$ cat config.mk
export PLATFORM = sky130hd
export DESIGN_NAME = ex_mem_reg
export DESIGN_NICKNAME = d
export VERILOG_FILES = /design/src/rtl/ex_mem_reg.sv
export SDC_FILE = /design/constraint.sdc
export NUM_CORES = 1
export LEC_CHECK = 0
export BUFFER_PORTS_ARGS = -buffer_cell sky130_fd_sc_hd__buf_2
export CAP_MARGIN = 40
export CELL_PAD_IN_SITES_DETAIL_PLACEMENT = 1
export CELL_PAD_IN_SITES_GLOBAL_PLACEMENT = 1
export CORE_ASPECT_RATIO = 0.8
export CORE_UTILIZATION = 30
export DETAILED_ROUTE_END_ITERATION = 12
export GPL_TIMING_DRIVEN = 0
export PLACE_DENSITY_LB_ADDON = 0.1
export SLEW_MARGIN = 20
export SYNTH_ARGS = -nofsm -noshare
export SYNTH_HDL_FRONTEND = slang
export SYNTH_SLANG_ARGS = --single-unit
export TNS_END_PERCENT = 100
$ cat constraint.sdc
create_clock -name clk -period 0.9 [get_ports clk]
set_input_delay 0 -clock clk [delete_from_list [all_inputs] [get_ports clk]]
set_output_delay 0 -clock clk [all_outputs]
set_load 0.05 [all_outputs]
$ cat src/rtl/ex_mem_reg.sv
// EX/MEM pipeline register: one-cycle registered copy of the EX stage results with stall hold.
// Optional bubble insert (control bits cleared) when EX_MEM_FLUSH_EN is defined.
module ex_mem_reg #(
    parameter int DATA_W = 32,
    parameter int REG_W  = 5
) (
    input  logic              clk,
    input  logic              rst,
    input  logic              stall,
`ifdef EX_MEM_FLUSH_EN
    input  logic              flush,
`endif
    input  logic [1:0]        ctlwb_out,
    input  logic [2:0]        ctlm_out,
    input  logic [DATA_W-1:0] adder_out,
    input  logic              aluzero,
    input  logic [DATA_W-1:0] aluout,
    input  logic [DATA_W-1:0] readdat2,
    input  logic [REG_W-1:0]  muxout,
    output logic [1:0]        wb_ctlout,
    output logic [2:0]        m_ctlout,
    output logic [DATA_W-1:0] add_result,
    output logic              zero,
    output logic [DATA_W-1:0] alu_result,
    output logic [DATA_W-1:0] rdata2out,
    output logic [REG_W-1:0]  five_bit_muxout
);

    logic              flush_act;
    logic [1:0]        wb_q,   wb_d;
    logic [2:0]        m_q,    m_d;
    logic [DATA_W-1:0] add_q,  add_d;
    logic              zero_q, zero_d;
    logic [DATA_W-1:0] alu_q,  alu_d;
    logic [DATA_W-1:0] rd2_q,  rd2_d;
    logic [REG_W-1:0]  rd_q,   rd_d;

`ifdef EX_MEM_FLUSH_EN
    assign flush_act = flush;
`else
    assign flush_act = 1'b0;
`endif

    // A flush overrides a stall: the stage advances, but as a bubble.
    always_comb begin
        // NOTE: hold values are assigned first so every path drives every _d and no latch is inferred.
        wb_d   = wb_q;
        m_d    = m_q;
        add_d  = add_q;
        zero_d = zero_q;
        alu_d  = alu_q;
        rd2_d  = rd2_q;
        rd_d   = rd_q;
        if (flush_act || !stall) begin
            wb_d   = flush_act ? 2'b00  : ctlwb_out;
            m_d    = flush_act ? 3'b000 : ctlm_out;
            add_d  = adder_out;
            zero_d = aluzero;
            alu_d  = aluout;
            rd2_d  = readdat2;
            rd_d   = muxout;
        end
    end

    always_ff @(posedge clk) begin
        // NOTE: non-blocking assignments so every register samples pre-edge values together.
        if (rst) begin
            wb_q   <= '0;
            m_q    <= '0;
            add_q  <= '0;
            zero_q <= 1'b0;
            alu_q  <= '0;
            rd2_q  <= '0;
            rd_q   <= '0;
        end else begin
            wb_q   <= wb_d;
            m_q    <= m_d;
            add_q  <= add_d;
            zero_q <= zero_d;
            alu_q  <= alu_d;
            rd2_q  <= rd2_d;
            rd_q   <= rd_d;
        end
    end

    assign wb_ctlout       = wb_q;
    assign m_ctlout        = m_q;
    assign add_result      = add_q;
    assign zero            = zero_q;
    assign alu_result      = alu_q;
    assign rdata2out       = rd2_q;
    assign five_bit_muxout = rd_q;

endmodule

# Word level (Yosys, flattened, before mapping)
# Index checks and enable logic that the tools add are counted.
[op_classes]
add_sub_neg = 0
n_mul = 0
div = 0
magnitude_cmp = 0
eq_ne = 0
shift = 0
muxes = 0
bitwise_logic = 0
reduce_logical = 0
[totals]
reg_bits = 107
latch_bits = 0
mem_bits_rw = 0
mem_bits_ro = 0
elab_cells = 7
mem_count = 0

# Longest topological paths before layout
# Gate-level depths: netlist (run 1).
[logic_depth]
word_depth = 0
mapped_depth = 5

# Worst setup path after synthesis (run 1)
# OpenSTA, ideal clock, no wires.
[synth_timing]
path_type = "reg-to-reg"
startpoint = "register, netlist name add_result[0]"
endpoint = "register add_q[0] (netlist: add_result[0])"
arrival_time_ns = 0.827
slack_ns = 0.007
path_stages_with_launch = 3
path_buffers = 0
synth_period_minus_slack_ns = 0.893
path_cell_list = "dfxtp_1 mux2i_1 nor2_1"
[synth_rtl]
columns = ["element", "line", "text"]
rows = [
  ["to (signal assigned)", "70", "add_q <= '0;"],
  ["to (signal assigned)", "78", "add_q <= add_d;"],
  ["to (decl)", "32", "logic [DATA_W-1:0] add_q, add_d;"],
]

# Worst setup path after layout (run 1)
[layout_timing]
startpoint = "register rd2_q[27] (netlist: rdata2out[27])"
endpoint = "output rdata2out[27]"
[layout_rtl]
columns = ["element", "line", "text"]
rows = [
  ["from (decl)", "35", "logic [DATA_W-1:0] rd2_q, rd2_d;"],
  ["from (signal assigned)", "81", "rd2_q <= rd2_d;"],
  ["to (decl)", "25", "output logic [DATA_W-1:0] rdata2out,"],
]
# No word-level cell between the ends.

==> results of run 1 <==
==> placed cells by master (no fill, tap or decap) <==
cell	n
clkbuf_16	9
dfxtp_1	32
clkbuf_8	3
buf_8	3
buf_4	10
clkbuf_1	9
buf_1	3
diode_2	1
nor2_1	107
buf_6	107
clkinvlp_4	1
dlygate4sd3_1	107
mux2i_1	107
buf_2	108
dfxtp_2	75
==> worst min path at each step <==
stage / from / cells past startpoint / slack (ns) / endpoint
after global placement: readdat2[11] / 3 / 0.23 / rdata2out[11]
after floorplan: adder_out[0] / 2 / 0.14 / add_result[0]
after detailed placement: adder_out[24] / 3 / 0.24 / add_result[24]
after CTS: rst / 3 / 0.14 / m_ctlout[1]
after global routing: rst / 3 / 0.17 / m_ctlout[1]
final: rst / 3 / 0.14 / m_ctlout[1]
==> kinds of logic (layout without fill, tap and decap cells) <==
logic type	after synthesis	count (layout)
buffers and inverters	24	360
DFF	107	107
muxes	107	107
other	0	1
and+or+nand+nor	107	107
==> per-layer routing <==
layer / up-vias / GRT usage / wire length, µm
met5: - / 0 / 0
met4: 0 / 0.0760 / 279
met3: 21 / 0.0754 / 1120
met2: 144 / 0.386 / 7520
met1: 1756 / 0.201 / 5000
li1: 1803 / - / -
==> cell usage after synthesis, drive strengths merged <==
cell | n | area (µm²)
buf | 17 | 140
clkbuf | 7 | 26.3
dfxtp | 107 | 2140
mux2i | 107 | 1070
nor2 | 107 | 402
==> through the flow <==
| stage | util | setup WS (ns) | instance area, µm² | power, mW |
|---|---|---|---|---|
| 2_1_floorplan | - | 0.00725 | 3780 | 6.84 |
| 3_3_place_gp | 0.414 | -0.136 | 5070 | 7.45 |
| 3_5_place_dp | 0.414 | -0.183 | 5070 | 7.50 |
| 4_1_cts | 0.563 | 0.0000711 | 6890 | 12.0 |
| 5_1_grt | 0.586 | -0.0262 | 7180 | 12.6 |
| 6_report | 0.586 | 0.00703 | 7180 | 12.1 |
==> worst reg2reg max path: stages, from the launching register on <==
cell and delay, ns:
dfxtp_1 0.33, mux2i_1 0.20, nor2_1 0.10
==> layout make-up <==
cell class	count	area, µm²	area share
Timing Repair Buffer	321	2810	0.391
Sequential cell	107	2240	0.311
Multi-Input combinational cell	214	1470	0.205
Clock buffer	14	274	0.0382
Tap cell	171	214	0.0298
Buffer	24	166	0.0232
Clock inverter	1	7.51	0.00105
Antenna cell	1	2.50	0.000348
==> report_power, final <==
part	internal (mW)	switching (mW)
clock network	2.09	1.70
logic	1.32	1.67
registers	5.06	0.211
total	8.47	3.58
==> state kept, by name, indices dropped and copies added (netlist names) <==
register	flops
add_result	32
alu_result	32
five_bit_muxout	5
m_ctlout	3
rdata2out	32
wb_ctlout	2
zero	1
==> timing repair <==
item,CTS,global route
gates resized for setup,165,123
hold endpoints to repair,107,0
hold buffers,107,0
setup endpoints to repair,107,96
gates cloned,0,0
==> results.yml, run 1 <==
place:
  placed_cells: 730
  place.gp.congestion: 0.666
  io_buffers: 214
  post-dp-hpwl_mm: 7.71
clock_tree:
  clock_sinks: 107
  clockRootBuffer: "clkbuf_16"
  tritoncts: "done"
  htree_num_levels: 3
  clock_path_buffers: 2
  cts_buffers: 9
  cts_setup_buffers: 0
  clock_latency_ns: 0.34
  cts.clk_slew.worst_paths_ns: 0.07
final_layout:
  drive_gt1_frac: 0.464
  nets: 787
  area_growth_pct: 89.9
  fillers: 1333
  stdcell_count: 853
timing:
  setup_viol: 0
  fin_crit_ns: 0.893
  report.final.slew_viol_count: 0
  clock_skew_ns: 0
  tns_ns: 0
  finalHoldViolations: 0
  hold-worst-slack_ns: 0.141
  max-slew-margin-rel: 0.684
  worst_slew_pin_slew_ns: 0.474
  fmax_mhz: 1120
  finalCritPeriodShare: 0.992
logic_synthesis:
  netlist_instances: 345
  synth_cell_type_count: 9
  yosys_warnings: 0
  syn_area_mm2: 0.00378
  synth_top_family_by_area: "multiplexers"
  synthMuxAreaShare: 0.283
  synth_seq_area_share: 0.567
  syn_avg_cell_area_um2: 11.0
  synth_simple_gate_area_share: 0.106
  synthAdderAreaFrac: 0
  synth_compound_area_frac: 0
  syn_nets: 455
  ys_seq_elements: 107
  yosys.area_share.xor_xnor: 0
route:
  via_count: 3724
  route.detailed.drc: 0
  vias_per_cell: 4.37
  avgRoutedWirePerCell_um: 16.3
  first_pass_iters: 4
  drtIter0Drc: 88
  ant_nets: 0
  wirelength_mm: 13.9
worst_setup_path:
  r2r_setup_slack_ns: 0.14
  critPathArrivalTime_ns: 0.89
  startpoint_type: "register"
  endpoint: "rdata2out[27]"
  crit_family: "flip-flops"
  worstPathRequired_ns: 0.90
  cp-end-kind: "primary output"
  cp_max_fo: 2
  worstSetupPathType: "reg2out"
  r2r_cells: 2
  cp_slowest_stage_delay_ns: 0.37
  rr_endpoint: "add_result[16]"
  reg2reg_from: "add_result[16]"
  crit_start: "rdata2out[27]"
  crit_buf_inv: 1
  path_cells: "buf_6"
  cp.depth: 1
  slowest_stage: "dfxtp_1"
die:
  initial_utilization: 0.309
  die_h_um: 102
  fp.dieW_um: 128
  die_area_mm2: 0.0131
  num_rows: 36
  io_pins: 217
  coreArea_mm2: 0.0123
job:
  max_cap_violations: 0
grt:
  grt_overflow: 0
  grt_pass1_wl_mm: 20.1
  grt_pass1_vias: 3970
  antenna_found_initial: 1
  track_usage: 0.202
  grt_max_degree: 16
min_path:
  hold_path.class: "in2reg"
pwr:
  vdd_drop_max_mv: 1.32
  p_leak_nw: 3.48
  power.density_mw_per_mm2: 1680
outcome:
  status: "finished, final reports clean"
Note: power is estimated with default switching activity, not from simulation.
==> run 2: changes to the inputs <==
--- a/config.mk
+++ b/config.mk
@@ -14,6 +14,7 @@
 export DETAILED_ROUTE_END_ITERATION = 12
 export GPL_TIMING_DRIVEN = 0
 export PLACE_DENSITY_LB_ADDON = 0.1
+export REMOVE_ABC_BUFFERS = 1
 export SLEW_MARGIN = 20
 export SYNTH_ARGS = -nofsm -noshare
 export SYNTH_HDL_FRONTEND = slang
==> run 2 against run 1 <==
  * First-iteration DRC count up 69%
  * Total power up 1.3%
  * Maximum frequency down 0.57%
  * Count of clock-buffer cells in the layout down 3
  * Flip-flop and latch count unchanged
  * Sequential share of layout area up 0.30 points
  * Final cell count down 2.2%
  * Combinational power about the same
  * Sequential power about the same
  * Register-to-register slack better by 0.03 ns
  * Setup slack worse by 0.0051 ns
==> results.yml, run 2 (same netlist as run 1, synthesis figures left out) <==
outcome:
  status: "finished, final reports clean"
final_layout:
  area_growth_pct: 89.0
  final_cell_area_mm2: 0.00715
  n_antenna_cell: 0
  mostFrequentLayoutCells: "mux2i_1 (107), nor2_1 (107), dlygate4sd3_1 (107), buf_2 (107), buf_6 (106)"
  fillers: 1299
  drive_gt1_frac: 0.480
  nets: 768
worst_setup_path:
  rr_endpoint: "add_result[17]"
  crit_start: "stall"
  worstSetupPathType: "in2reg"
  r2r_cells: 2
  reg2reg_from: "add_result[17]"
  critPathArrivalTime_ns: 1.11
  r2r_setup_slack_ns: 0.17
  cp_max_fo: 46
  cp-end-kind: "register"
  worstPathRequired_ns: 1.11
  startpoint_type: "input port"
timing:
  max-slew-margin-rel: 0.615
  worst_slew_pin_slew_ns: 0.578
  fmax_mhz: 1110
  finalHoldViolations: 0
  setup_viol: 0
  tns_ns: 0
  fin_crit_ns: 0.898
  report.final.slew_viol_count: 0
  fin_ws_ns: 0.00190
  finalCritPeriodShare: 0.998
  clock_skew_ns: 0
clock_tree:
  htree_num_levels: 3
  cts.clk_slew.worst_paths_ns: 0.06
  cts_setup_buffers: 0
  cts_buffers: 9
  clock_latency_ns: 0.34
  clock_sinks: 107
  tritoncts: "done"
  clockRootBuffer: "clkbuf_16"
  clock_path_buffers: 2
min_path:
  whs_path_depth: 2
  hp-start: "rst"
  hold_path.class: "in2reg"
  min_to: "wb_ctlout[1]"
route:
  ant_nets: 0
  via_count: 3657
  avgRoutedWirePerCell_um: 16.0
  first_pass_iters: 4
  wirelength_mm: 13.3
  vias_per_cell: 4.38
  drtIter0Drc: 149
  route.detailed.drc: 0
pwr:
  p_clk_frac: 0.325
  power_switching_mw: 3.62
  comb_power_share: 0.243
  seqPwrFrac: 0.432
  p_int_mw: 8.60
  finalPower_mw: 12.2
  p_leak_nw: 3.46
  swShare: 0.296
  vdd_drop_max_mv: 1.16
  power.density_mw_per_mm2: 1710
place:
  io_buffers: 216
  preCtsSetupSlack_ns: -0.378
  dpl_cell_area_mm2: 0.00498
  post-dp-hpwl_mm: 7.15
  place.gp.congestion: 0.657
die:
  io_pins: 217
  fp.dieW_um: 128
  die_area_mm2: 0.0131
  initial_utilization: 0.309
  die_h_um: 102
  coreArea_mm2: 0.0123
  num_rows: 36
grt:
  grt_overflow: 0
  grt_pass1_vias: 3774
  track_usage: 0.191
  antenna_found_initial: 0
  grt_pass1_wl_mm: 19.1
  grt_max_degree: 64
job:
  max_cap_violations: 0
-- run 2: final cells by class --
class | count | area, µm² | area share
Clock inverter | 5 | 52.6 | 0.00735
Tap cell | 171 | 214 | 0.0299
Sequential cell | 107 | 2250 | 0.314
Timing Repair Buffer | 326 | 2920 | 0.408
Clock buffer | 11 | 243 | 0.0340
Multi-Input combinational cell | 214 | 1470 | 0.206
-- run 2: per-stage QoR --
stage,hold WS [ns],instances,utilization
6_report,0.115,834,0.583
5_1_grt,0.145,834,0.583
4_1_cts,0.122,833,0.565
3_5_place_dp,0.238,710,0.406
3_3_place_gp,0.228,708,0.401
2_1_floorplan,0.0724,321,-
-- run 2: metal layers --
metal	global-route usage	wire, µm	vias to the layer above
met1	0.200	5140	1729
li1	-	-	1766
met4	0.0742	232	0
met5	0	0	-
met3	0.0754	1090	16
met2	0.348	6860	146
-- run 2: power by group through the flow --
stage                     Sequential (mW)  Combinational [mW]  Clock (mW)
after CTS                            5.21                2.87        4.12
after floorplan                      6.24               0.400           0
after detailed placement             5.26                2.21           0
after global placement               5.24                2.20           0
final                                5.28                2.97        3.97
after global routing                 5.31                3.12        4.30
-- run 2: worst max-delay path, cell delays in order --
cell and delay (ns):
buf_8 0.37, clkbuf_16 0.36, mux2i_1 0.24, nor2_1 0.06
-- run 2: how the worst max path moves through the flow --
| stage | to | slack (ns) | cells after the start |
|---|---|---|---|
| floorplan | add_result[0] | 0.007 | 2 |
| global placement | alu_result[11] | -2.00 | 3 |
| detailed placement | add_result[17] | -0.38 | 4 |
| CTS | add_result[14] | 0.000004 | 1 |
| global route | alu_result[20] | -0.08 | 4 |
| finish | alu_result[20] | 0.002 | 4 |
-- run 2: what timing repair did --
action / CTS / global route
gates cloned: 0 / 1
hold endpoints to repair: 107 / 0
gates resized for setup: 198 / 101
hold buffers: 107 / 0
pin swaps: 0 / 0
setup endpoints to repair: 107 / 142
